### config.mk
export PLATFORM = sky130hd
export DESIGN_NAME = rom_load_sequencer
export DESIGN_NICKNAME = d
export VERILOG_FILES = /design/src/rtl/rom_load_sequencer.sv
export SDC_FILE = /design/constraint.sdc
export NUM_CORES = 1
export LEC_CHECK = 0
export ABC_AREA = 1
export BUFFER_PORTS_ARGS = -buffer_cell sky130_fd_sc_hd__buf_2
export CAP_MARGIN = 20
export CORE_ASPECT_RATIO = 0.75
export CORE_MARGIN = 1.5
export CORE_UTILIZATION = 28
export DETAILED_ROUTE_END_ITERATION = 12
export GPL_TIMING_DRIVEN = 0
export RECOVER_POWER = 25
export SYNTH_ARGS = -nofsm -noshare
export SYNTH_HDL_FRONTEND = slang
export SYNTH_SLANG_ARGS = --single-unit
export TNS_END_PERCENT = 10
### constraint.sdc
create_clock -name clk_mem -period 6.45 [get_ports clk_mem]
set_clock_uncertainty 0.05 [all_clocks]
set_input_delay 1.29 -clock clk_mem [delete_from_list [all_inputs] [get_ports clk_mem]]
set_output_delay 1.29 -clock clk_mem [all_outputs]
set_load 0.05 [all_outputs]
### src/rtl/rom_load_sequencer.sv
// rtl/rom_load_sequencer.sv - bridge-word FIFO feeding halfword writes into SDRAM during a ROM load
module rom_load_sequencer #(
  parameter int FIFO_DEPTH = 4,
  parameter int SD_ADDR_W  = 25
) (
  input  logic                 clk_mem,
  input  logic                 reset_n,
  input  logic [31:0]          rom_file_size,
  input  logic                 load_start,
  input  logic                 load_end,
  input  logic                 bridge_wr,
  input  logic [31:0]          bridge_addr,
  input  logic [31:0]          bridge_wr_data,
  output logic                 bridge_ready,
  output logic                 sd_req,
  output logic [SD_ADDR_W-1:0] sd_addr,
  output logic [15:0]          sd_data,
  input  logic                 sd_ack,
  output logic [24:0]          parse_addr,
  output logic [15:0]          parse_data,
  output logic                 parse_valid,
  output logic                 downloading,
  output logic                 done,
  output logic                 overflow
);

  localparam int PTR_W = $clog2(FIFO_DEPTH);
  localparam logic [1:0] ST_IDLE  = 2'd0;
  localparam logic [1:0] ST_LOAD  = 2'd1;
  localparam logic [1:0] ST_DRAIN = 2'd2;
  localparam logic [PTR_W:0]     DEPTH_CNT = (PTR_W+1)'(FIFO_DEPTH);
  localparam logic [PTR_W:0]     CNT_ONE   = (PTR_W+1)'(1);
  localparam logic [PTR_W-1:0]   PTR_ONE   = PTR_W'(1);
  localparam logic [SD_ADDR_W-1:0] SD_HDR  = SD_ADDR_W'(32'h200);

  logic [1:0]       state;
  logic [31:0]      fifo_addr [FIFO_DEPTH];
  logic [31:0]      fifo_data [FIFO_DEPTH];
  logic [PTR_W-1:0] wr_ptr, rd_ptr;
  logic [PTR_W:0]   count;
  logic             half_sel, has_hdr, ack_cool;
  logic [31:0]      size_q;

  logic             head_valid, in_range, hdr_zone, retire, advance, push, pop, drain_done;
  logic [31:0]      head_addr, head_data, hw_off;
  logic [15:0]      hw_val;
  logic [SD_ADDR_W-1:0] sd_off;

  // The FIFO head is the word being split; it is only popped once its second halfword is gone.
  always_comb begin
    head_valid = (count != '0);
    head_addr  = fifo_addr[rd_ptr];
    head_data  = fifo_data[rd_ptr];
    hw_off     = head_addr + {30'd0, half_sel, 1'b0};
    hw_val     = half_sel ? {head_data[7:0], head_data[15:8]}
                          : {head_data[23:16], head_data[31:24]};
    in_range   = (hw_off < size_q);
    hdr_zone   = has_hdr && (hw_off < 32'h200);
    sd_off     = hw_off[SD_ADDR_W-1:0] - (has_hdr ? SD_HDR : '0);
    sd_req     = head_valid && in_range && !hdr_zone && !ack_cool;
    sd_addr    = sd_req ? sd_off : '0;
    sd_data    = sd_req ? hw_val : '0;
    retire     = head_valid && in_range && (hdr_zone || (sd_req && sd_ack));
    advance    = head_valid && (!in_range || hdr_zone || (sd_req && sd_ack));
    pop        = advance && half_sel;
    bridge_ready = (state == ST_LOAD) && (count < DEPTH_CNT);
    push       = bridge_wr && bridge_ready;
    drain_done = (state == ST_DRAIN) && !head_valid;
    downloading = (state != ST_IDLE);
  end

  always_ff @(posedge clk_mem) begin
    if (push) begin
      fifo_addr[wr_ptr] <= bridge_addr;
      fifo_data[wr_ptr] <= bridge_wr_data;
    end
  end

  always_ff @(posedge clk_mem) begin
    if (!reset_n) begin
      state       <= ST_IDLE;
      wr_ptr      <= '0;
      rd_ptr      <= '0;
      count       <= '0;
      half_sel    <= 1'b0;
      has_hdr     <= 1'b0;
      size_q      <= '0;
      ack_cool    <= 1'b0;
      parse_addr  <= '0;
      parse_data  <= '0;
      parse_valid <= 1'b0;
      done        <= 1'b0;
      overflow    <= 1'b0;
    end else begin
      done        <= 1'b0;
      parse_valid <= retire;
      ack_cool    <= sd_req && sd_ack;
      if (retire) begin
        parse_addr <= hw_off[24:0];
        parse_data <= hw_val;
      end

      case (state)
        ST_IDLE: if (load_start) begin
          state    <= ST_LOAD;
          has_hdr  <= rom_file_size[9];
          size_q   <= rom_file_size;
          overflow <= 1'b0;
        end
        ST_LOAD: begin
          if (load_end) state <= ST_DRAIN;
          if (bridge_wr && !bridge_ready) overflow <= 1'b1;
        end
        ST_DRAIN: if (drain_done) begin
          state <= ST_IDLE;
          done  <= 1'b1;
        end
        default: state <= ST_IDLE;
      endcase

      if ((state == ST_IDLE) && load_start) begin
        wr_ptr   <= '0;
        rd_ptr   <= '0;
        count    <= '0;
        half_sel <= 1'b0;
      end else begin
        if (push) wr_ptr <= wr_ptr + PTR_ONE;
        if (pop) rd_ptr <= rd_ptr + PTR_ONE;
        if (advance) half_sel <= !half_sel;
        case ({push, pop})
          2'b10:   count <= count + CNT_ONE;
          2'b01:   count <= count - CNT_ONE;
          default: count <= count;
        endcase
      end
    end
  end

endmodule

* Word level (Yosys, flattened, before mapping)
Memories as Yosys holds them, arrays and structs flattened. A register that Yosys moved wholly into a read port is not among the register bits.
Cells that the tools add are included.
** Storage, ports and cells
- Flip-flop bits (word level) :: 88
- Logic and storage cells :: 84
- Memories :: 2
- Output and inout port bits :: 88
- Bits in writable memories :: 256
** Memories
- fifo_addr :: depth 4, width 32, read ports 1, clocked after Yosys merged registers in 1, wr ports 1, line 37 : logic [31:0] fifo_addr [FIFO_DEPTH];
- fifo_data :: depth 4, width 32, read ports 1, clocked after Yosys merged registers in 1, wr ports 1, line 38 : logic [31:0] fifo_data [FIFO_DEPTH];
** Operators by class
- Reductions and logical operators :: 32
- Bitwise operators :: 1
- Add/sub/neg operators :: 6
- Muxes and demuxes :: 19
- Eq/ne operators :: 8
- Order comparisons :: 3
** Operators by type and width (number)
- 32-bit by 2-bit adder with 32-bit output :: 1
- 32-bit by 10-bit < comparator with 1-bit output (second input constant) :: 1
- 32-bit < comparator :: 1
- 16-bit two-way mux :: 2
- 25-bit two-way mux :: 1
- 25-bit by 10-bit subtractor with 25-bit output :: 1
- 2-bit two-way mux :: 7
- 1-bit logical AND :: 13
- 10-bit two-way mux :: 1
- 1-bit logical NOT :: 6
- 2-bit != test (second input constant) :: 3
- 2-bit one-hot mux with 3 select lines :: 1
- 3-bit one-hot mux with 2 select lines :: 1
- 3-bit AND reduction :: 2
- 2-bit nonzero test :: 3
- 1-bit two-way mux :: 5
- 2-bit by 1-bit adder with 2-bit output (second input constant) :: 2
- 2-bit by 1-bit equality test with 1-bit output (second input constant) :: 2
- 2-bit equality test (second input constant) :: 2
- 2-bit AND reduction :: 2
- 3-bit by 1-bit adder with 3-bit output (second input constant) :: 1
- 1-bit logical OR :: 3
- 3-bit < comparator (second input constant) :: 1
- 3-bit nonzero test :: 1
- 6 further kinds :: 6

* Logic depth before layout (Yosys ltp)
- Word-level depth :: 12
- Depth in mapped cells :: 38
- Mapped depth without buffers :: 32

* Worst setup path before layout
Ideal clock, no wire load.
- Kind :: flip-flop to output port
- Start point :: register (tool-made name)
- End point :: output sd_addr[12]
- Arrival time :: 4.809 ns
- Path slack :: 0.301 ns
- Buffers on the path :: 7
- Data required time :: 5.110 ns
- Stages on the path, launching flop included :: 29
- Cell sequence :: dfxtp_1 buf_6 inv_6 buf_6 buf_4 buf_2 clkbuf_1 clkbuf_1 o21ai_0 o22ai_1 ha_1 inv_1 nor2_2 nand2_2 nor2_4 nand3_1 xnor2_1 inv_1 ha_1 a21oi_1 nor2_1 a211oi_1 nand2_1 nand2_1 nand2_1 nor2_1 nand2_1 buf_2 a21oi_1
** RTL lines
- to (decl) :: line 16 : output logic [SD_ADDR_W-1:0] sd_addr,

==> impl_metrics.toml <==
[placed_design]
dpl-instance-area_um2 = 17780
place.gp.congestion = 0.9171
place_ws_ns = -1.358
post-dp-hpwl_um = 36860
placement.io_buffers = 189

[drt]
wl_per_cell_um = 18.92
first_pass_iters = 5
via_per_inst = 4.729
routed_wirelength_um = 50180
drt_iter0_markers = 1249
vias = 12542
postRouteAntennaNets = 0
remaining_drc_errors = 0

[layout]
areaGrowthSynthToFinish_pct = 27.24
utilization_pct = 36.36
postLayoutCellArea_um2 = 20000
finish.net_count = 2037
layout-drive-gt1-share_pct = 20.56

[cts]
cts_max_path_buffers = 3
tritoncts.num_buffers = 37
clock_latency_ns = 0.56
cts.sinks = 345
cts_htree_levels = 2
cts_root_buf = "sky130_fd_sc_hd__clkbuf_16"
cts_tree = "built"
clk_pin_slew_worst_paths_ns = 0.06
cts_hold_buf = 0

[synthesis]
yosys-top-cells-area = "sky130_fd_sc_hd__edfxtp_1 (49%), sky130_fd_sc_hd__dfxtp_1 (11%), sky130_fd_sc_hd__nand2_1 (8.5%), sky130_fd_sc_hd__nor2_1 (5.9%), sky130_fd_sc_hd__o21ai_0 (4.0%)"
ys_seq_area_share_pct = 60.25
synth_top_area_share_pct = 48.91
syn-cell-area_um2 = 15720
synth-simple-area-share_pct = 20.82
syn-mean-instance-area_um2 = 9.566
synth_compound_area_share_pct = 8.780
syn_nets = 1781
synthesis_warning_total = 0
yosys_register_bits = 345
post_syn_instances = 1643
dominant_combinational_cell_family_by_area_after_synthesis = "simple AND/OR/NAND/NOR gates"
synth_top_cell_by_area = "sky130_fd_sc_hd__edfxtp_1"
synth.mux.area_fraction_pct = 0
post_synth_fa_ha_maj_area_fraction_pct = 2.914
synth_cell_types = 45
yosys.area_share.xor_xnor_pct = 1.210

[floorplanning]
die_ht_um = 208.2
chipWidth_um = 276.6
floorplan.initialDensity_pct = 28.58
placementRows = 74
core_um2 = 55000
io_pins = 190
floorplan.die_area_um2 = 57580

[worst_hold_path]
hold_path.class = "reg2reg"

[power]
power.total_mw = 4.868
leakage_nw = 7.809
power.density_cell_area_nw_per_um2 = 243.4
worst_ir_drop_vdd_v = 0.0001875

[outcome]
outcome = "completed"

[setup_path]
worst-path-buf-inv = 8
cpMaxStageDelayCell = "sky130_fd_sc_hd__dfxtp_2"
crit_path_max_fanout = 10
cp_top_family = "simple AND/OR/NAND/NOR gates"
slowest_delay_ns = 0.33
worstPathRequired_ns = 5.11
critical-path-top-cell-by-count = "sky130_fd_sc_hd__nand2_1"
cp-start-kind = "flop"
crit_arrival_ns = 4.90
path_class = "reg2out"
end_kind = "output port"

[flow_run]
max_cap_viols = 0

[sta]
max_freq_ghz = 0.1603
final_min_period_over_clock_period_pct = 96.70
hold_viol_final = 0
timing.slew.headroom_pct = 42.02
setup_repair_after_global_routing_missed_its_margin = "true"
finalWorstPathRequiredPeriod_ns = 6.237
final-max-slew-violation-count = 0
min_setup_slack_post_route_ns = 0.2127
worstMarginPinSlew_ns = 0.8676
timing.final.setup_violations = 0

[grt]
grt_max_degree = 29
grt_first_pass_wirelength_um = 74920
globalRouteOverflowTotal = 0
grt_antenna_before_repair = 15
first_global_vias = 12121
track_usage_pct = 17.19
registers in the layout, summed over array words and instances, names as in the netlist, named ones only:
name	count
ack_cool	1
count	3
done	1
fifo_addr	128
fifo_data	128
half_sel	1
overflow	1
parse_addr	25
parse_data	16
parse_valid	1
rd_ptr	2
size_q	32
state	2
wr_ptr	2
synthesized netlist by cell type, drive strengths merged:
cell	number
o31ai	1
dfxtp	89
o211ai	6
xor2	17
nor3	8
nand3	95
or2	3
a211oi	3
edfxtp	256
nor2	270
clkinv	2
a32oi	1
o2111ai	1
clkbuf	38
nand3b	12
and2	1
buf	37
o21a	1
nand2	370
o21ai	125
fa	1
o22ai	17
o21bai	1
xnor2	3
o221ai	16
a21o	2
ha	35
inv	142
a21oi	77
nand4	13
worst paths after layout:
path | startpoint | end | slack, ns | depth (start not counted)
max | flop | sd_addr[15] | 0.21 | 28
max reg2reg | flop | count[2]$_SDFFE_PP0P_ | 0.99 | 33
min | size_q[5]$_SDFFE_PN0P_ | size_q[5]$_SDFFE_PN0P_ | 0.41 | 2
min reg2reg | size_q[5]$_SDFFE_PN0P_ | size_q[5]$_SDFFE_PN0P_ | 0.41 | 2
where the power goes:
part	internal [mW]	leakage, nW	switching [mW]
registers	2.42	3.04	0.0131
clock network	1.17	0.570	0.906
logic	0.112	4.20	0.245
cells in the final DEF (no fill, tap or decap), drive strengths merged, types with 2 or more instances in the layout:
| master | n |
|---|---|
| dfxtp | 89 |
| a21oi | 77 |
| nor3 | 8 |
| o21ai | 125 |
| nand2 | 370 |
| or2 | 3 |
| inv | 143 |
| clkinv | 16 |
| nand3 | 95 |
| ha | 35 |
| xnor2 | 3 |
| bufbuf | 2 |
| clkinvlp | 2 |
| nand3b | 12 |
| o211ai | 6 |
| diode | 4 |
| o22ai | 17 |
| o221ai | 16 |
| clkbuf | 128 |
| nor2 | 270 |
| xor2 | 17 |
| edfxtp | 256 |
| a21o | 2 |
| buf | 210 |
| nand4 | 13 |
| a211oi | 3 |
per-layer routing:
layer  GRT usage, %  vias up  part of all wire, %
met5              0        -                 0.29
met1          23.42     5994                   46
li1               -     6034                    -
met2          26.31      418                   44
met4          4.744       22                  1.9
met3          5.312       74                  8.5
logic make-up after synthesis:
group / Yosys count
AO/OA/AOI/OAI: 251
XOR/XNOR: 20
adder cells (fa/ha/maj): 36
buffers and inverters: 219
flip-flops: 345
AND/OR/NAND/NOR: 772
what timing repair did:
item                                    4_1_cts  5_1_grt
pin swaps                                    10       14
buffers inserted                             13        9
cloned                                        3        1
endpoints found under the setup margin       47       42
gates resized for setup                     140       84
stage by stage:
step | hold slack, ns | TNS (ns) | instances
floorplan | 0.3853 | 0 | 1643
global placement | 0.3967 | -356.23 | 2554
detailed placement | 0.4033 | -52.30 | 2563
CTS | 0.4128 | -0.006615 | 2639
global route | 0.4338 | -0.2216 | 2648
finish | 0.4123 | 0 | 2652
final cells by class:
cell class,count,area [um^2]
Multi-Input combinational cell,1079,5776
Clock buffer,48,1017
Tap cell,722,903.4
Buffer,68,550.5
Clock inverter,18,165.2
Inverter,144,558.0
Timing Repair Buffer,224,1545
Fill cell,5504,35000
Sequential cell,345,9474
Antenna cell,4,10.01
tightest hold or removal path, delay by kind of cell (launching register included):
| kind | cells | cell delay, ns |
|---|---|---|
| AOI/OAI and AO/OA | 1 | 0.06 |
| DFF | 1 | 0.30 |
| buffers and inverters | 1 | 0.06 |
(Power assumes the default switching activity.)
